==> config.mk <==
export PLATFORM = sky130hd
export DESIGN_NAME = midi_rx
export DESIGN_NICKNAME = d
export VERILOG_FILES = /design/src/rtl/midi_rx.sv
export SDC_FILE = /design/constraint.sdc
export NUM_CORES = 1
export LEC_CHECK = 0
export BUFFER_PORTS_ARGS = -buffer_cell sky130_fd_sc_hd__buf_2
export CAP_MARGIN = 20
export CORE_MARGIN = 2
export CORE_UTILIZATION = 55
export DETAILED_ROUTE_END_ITERATION = 10
export PLACE_DENSITY = 0.83
export SYNTH_ARGS = -nofsm -noshare
export SYNTH_HDL_FRONTEND = slang
export SYNTH_SLANG_ARGS = --single-unit
==> constraint.sdc <==
create_clock -name clk -period 2.4 [get_ports clk]
set_input_delay 0.12 -clock clk [delete_from_list [all_inputs] [get_ports clk]]
set_output_delay 0.12 -clock clk [all_outputs]
set_load 0.05 [all_outputs]
==> src/rtl/midi_rx.sv <==
// MIDI 8N1 serial receiver with 2-flop input synchronizer,
// byte FIFO, sticky overrun/frame flags and combined interrupt.
`timescale 1ns/1ps
module midi_rx #(
  parameter int CLK_PER_BIT    = 256,
  parameter int FIFO_ADDR_BITS = 3
) (
  input  logic       clk,
  input  logic       reset,
  input  logic       midi_in,
  input  logic       rd,
  input  logic       clr_err,
  output logic [7:0] dout,
  output logic       data_avail,
  output logic       overrun,
  output logic       frame_err,
  output logic       irq
);

  localparam int CW    = $clog2(CLK_PER_BIT);
  localparam int AW    = FIFO_ADDR_BITS;
  localparam int DEPTH = 1 << AW;

  localparam logic [CW-1:0] HALF = CW'(CLK_PER_BIT / 2 - 1);
  localparam logic [CW-1:0] FULL = CW'(CLK_PER_BIT - 1);

  typedef enum logic [2:0] {
    IDLE, START, DATA, STOP, WAIT_HIGH
  } state_t;

  state_t        state_q;
  logic [CW-1:0] cnt_q;
  logic [2:0]    idx_q;
  logic [7:0]    shreg_q;

  logic s1_q, s2_q, prev_q;
  logic rx, fall;

  logic [AW:0] wr_q, rd_q;
  logic [7:0]  mem_q [DEPTH];
  logic        empty, full;
  logic        stop_tick, push, ferr_set;
  logic        do_pop, do_push, ovr_set;
  logic        overrun_q, frame_err_q;

  always_ff @(posedge clk) begin
    if (reset) begin
      s1_q   <= 1'b1;
      s2_q   <= 1'b1;
      prev_q <= 1'b1;
    end else begin
      s1_q   <= midi_in;
      s2_q   <= s1_q;
      prev_q <= s2_q;
    end
  end

  assign rx   = s2_q;
  assign fall = prev_q & ~s2_q;

  always_ff @(posedge clk) begin
    if (reset) begin
      state_q <= IDLE;
      cnt_q   <= '0;
      idx_q   <= '0;
      shreg_q <= '0;
    end else begin
      unique case (state_q)
        IDLE: begin
          if (fall) begin
            state_q <= START;
            cnt_q   <= HALF;
          end
        end
        START: begin
          if (cnt_q == '0) begin
            if (rx) begin
              state_q <= IDLE;
            end else begin
              state_q <= DATA;
              cnt_q   <= FULL;
              idx_q   <= '0;
            end
          end else begin
            cnt_q <= cnt_q - 1'b1;
          end
        end
        DATA: begin
          if (cnt_q == '0) begin
            shreg_q <= {rx, shreg_q[7:1]};
            cnt_q   <= FULL;
            if (idx_q == 3'd7) state_q <= STOP;
            else idx_q <= idx_q + 1'b1;
          end else begin
            cnt_q <= cnt_q - 1'b1;
          end
        end
        STOP: begin
          if (cnt_q == '0) state_q <= rx ? IDLE : WAIT_HIGH;
          else cnt_q <= cnt_q - 1'b1;
        end
        WAIT_HIGH: begin
          if (rx) state_q <= IDLE;
        end
        default: state_q <= IDLE;
      endcase
    end
  end

  assign stop_tick = (state_q == STOP) && (cnt_q == '0);
  assign push      = stop_tick & rx;
  assign ferr_set  = stop_tick & ~rx;

  assign empty = (wr_q == rd_q);
  assign full  = (wr_q[AW] != rd_q[AW]) &&
                 (wr_q[AW-1:0] == rd_q[AW-1:0]);

  // A same-edge pop frees the slot, so a push into a full FIFO still lands.
  assign do_pop  = rd & ~empty;
  assign do_push = push & (~full | do_pop);
  assign ovr_set = push & full & ~do_pop;

  always_ff @(posedge clk) begin
    if (reset) begin
      wr_q <= '0;
      rd_q <= '0;
    end else begin
      if (do_push) wr_q <= wr_q + 1'b1;
      if (do_pop)  rd_q <= rd_q + 1'b1;
    end
  end

  always_ff @(posedge clk) begin
    if (do_push) mem_q[wr_q[AW-1:0]] <= shreg_q;
  end

  always_ff @(posedge clk) begin
    if (reset) begin
      overrun_q   <= 1'b0;
      frame_err_q <= 1'b0;
    end else begin
      overrun_q   <= ovr_set  | (overrun_q   & ~clr_err);
      frame_err_q <= ferr_set | (frame_err_q & ~clr_err);
    end
  end

  assign dout       = mem_q[rd_q[AW-1:0]];
  assign data_avail = ~empty;
  assign overrun    = overrun_q;
  assign frame_err  = frame_err_q;
  assign irq        = data_avail | overrun_q | frame_err_q;

endmodule

==> flow_summary.ini <==
[power_and_ir_drop]
power.leakage_uw = 0.00171
total_power_uw = 3090
p_per_area_nw_per_um2 = 640
ir_drop_mv = 0.433

[routing]
drc = 0
viasPerCell = 5.99
post_drt_wl_per_cell_um = 18.3
drt-initial-drc-count = 180
vias = 2641
ant_nets = 0
firstDrtPassIters = 4
routed_wl_um = 8090

[timing]
rsz0062_at_grt = no
max_slew_margin_pct = 49.8
final_hold_viol_count = 0
fin_crit_sh_pct = 91.9
period_needed_ns = 2.21
drv_slew = 0
fmax_mhz = 453
finalSetupViolations = 0
clock_skew_ns = 0.00940
worst_pin_slew_ns = 0.753
setup_tns_ns = 0

[floorplan]
die_w_um = 93.6
rows = 32
dieArea_um2 = 8760
fp.dieH_um = 93.6
core_area_um2 = 7770
boundaryPins = 17
start_util_pct = 56.8

[min_path]
hold_path.class = input pin to flop
whs_path_depth = 3

[synth]
syn-instance-count = 313
synth_xor_xnor_area_share_pct = 1.39
synth_seq_cells = 102
synthTopCellsByArea = edfxtp_1 44%, dfxtp_1 17%, mux4_2 8.2%, mux2_2 2.8%, nor2_1 1.9%
yosys.area_share.simple_pct = 13.5
ys_seq_area_share_pct = 60.8
yosys_warnings = 0
synth_top_area_cell = edfxtp_1
syn_area_per_cell_um2 = 14.1
synth_nets = 323
synth_top_family_by_area = simple AND/OR/NAND/NOR gates
synth_compound_area_share_pct = 7.94
synth_edf_count = 64
synth_cell_types = 58
syn_area_um2 = 4410
synthArstFlopShare_pct = 0
synth_top_area_share_pct = 43.5
synth_flop_cell = edfxtp_1
synthMuxAreaShare_pct = 12.8
synthAdderAreaFrac_pct = 1.42

[worst_setup_path]
crit_path_cell_trace = xor2_1, nor3_2, nand2_1, or3_1, buf_2
worstPathRequired_ns = 2.28
worst-path-buf-inv = 1
end_kind = output pin
worstPathMaxFanout = 10
startpoint_type = flop
crit_cells = 5
ff2ff_path_depth = 6
crit_type = flop to output pin
critPathMaxStageDelay_ns = 0.50
crit_family = simple AND/OR/NAND/NOR gates
critical_path.slowest_cell = dfxtp_1
worstPathArrival_ns = 2.09

[grt]
track_usage_pct = 20.2
grt_overflow = 0
grt_pass1_wl_um = 13300
antenna_found_initial = 0
grt_pass1_vias = 2702
grt_max_degree = 43

[clock_network]
numCtsBuffers = 9
cts.clk_slew.worst_paths_ns = 0.10
cts_root_buf = clkbuf_8
cts_buffer_depth = 2
cts_tree = built
clkSinkCount = 102
cts_max_level = 3
worstSkewPairLatency_ns = 0.37

[final_layout]
fillerInstances = 594
layout.nets = 344
n_antenna_cell = 0
syn_to_final_growth_pct = 9.47
final_cell_mix = 64 x edfxtp_1, 38 x dfxtp_1, 22 x nor2_1, 17 x buf_2
layout_commonest_cell = edfxtp_1
drive_gt1_share_pct = 27.7

[place]
port_buffers = 16
gp_congestion = 0.815
place_hpwl_um = 5410

[run]
drv_cap = 0

[run_status]
status = finished, final reports clean
[cells in the mapped netlist, types with 2 or more instances]
cell        n
edfxtp_1   64
dfxtp_1    38
nor2_1     22
a21oi_1    16
mux4_2     16
clkbuf_1   12
nand2_1    12
nand3_1    12
mux2_2     11
inv_1       6
mux2i_1     6
nor2b_1     6
xor2_1      6
a311oi_1    5
ha_1        5
nand2b_1    5
a211oi_1    4
nor3b_1     4
a31oi_1     3
and4b_1     3
buf_1       3
buf_2       3
or2_2       3
a2111oi_2   2
and2_1      2
and3_1      2
and3b_1     2
and4bb_2    2
mux2_1      2
nor3_1      2
nor4_1      2
o21ai_0     2
o41ai_2     2
or3_1       2
or3b_1      2
or4_4       2
[cell type report]
class | count | area, µm² | area share (%)
flip-flops and latches | 102 | 2680 | 55.5
repair buffers | 28 | 170 | 3.52
multi-input cells | 187 | 1640 | 34.0
well taps | 102 | 128 | 2.64
clock inverters | 7 | 63.8 | 1.32
clock buffers | 9 | 124 | 2.56
inverters | 6 | 22.5 | 0.466
[cell families after synthesis]
logic type / after synthesis
fa+ha+maj: 5
simple gates: 96
xor+xnor: 7
compound gates: 44
buf+inv: 24
flops: 102
mux: 35
[worst paths after layout]
| check | start | to | slack [ns] |
|---|---|---|---|
| worst min register to register | s1_q$_SDFF_PP1_ | rx$_SDFF_PP1_ | 0.43 |
| worst min-delay path | clr_err | frame_err$_SDFF_PP0_ | 0.02 |
| worst max register to register | cnt_q[0]$_SDFFE_PP0P_ | mem_q[3][3]$_DFFE_PP_ | 0.22 |
| worst max-delay path | wr_q[1]$_SDFFE_PP0P_ | irq | 0.19 |
[power by group]
group / switching (µW) / internal (µW)
clock network: 614 / 402
registers: 25.5 / 1850
logic: 119 / 77.9
total: 759 / 2330
[registers in the layout, indices dropped and copies added (netlist names), named ones only]
signal	cells
shreg_q	8
rx	1
mem_q	64
overrun	1
cnt_q	8
state_q	3
prev_q	1
s1_q	1
wr_q	4
rd_q	4
idx_q	3
frame_err	1
[per-layer routing]
layer	track usage [%]	wire [µm]
met2	37.4	4330
met1	23.1	3430
met4	5.56	85
met5	0	0
met3	5.08	249
[what timing repair did]
action / CTS / global route
hold buffers: 1 / 0
resized for setup: 0 / 3
setup buffers: 0 / 0
endpoints found under the hold margin: 1 / 0
setup endpoints to repair: 0 / 21
[through the flow]
step / cell area (µm²) / utilization, % / instances / hold slack (ns) / setup slack [ns]
global placement: 4620 / 59.5 / 423 / 0.305 / 0.235
global route: 4830 / 62.2 / 441 / 0.0245 / 0.0113
detailed placement: 4620 / 59.5 / 423 / 0.310 / 0.131
CTS: 4820 / 62.1 / 440 / 0.00932 / 0.109
floorplan: 4410 / - / 313 / 0.224 / 0.140
finish: 4830 / 62.2 / 441 / 0.0227 / 0.194
[worst register-to-register path: stages (launching register included)]
cell	delay [ns]
dfxtp_1	0.35
inv_1	0.09
ha_1	0.21
nor3b_2	0.22
nand4_1	0.16
a21oi_2	0.34
and4b_1	0.50
Note: power is estimated with default switching activity, not from simulation.
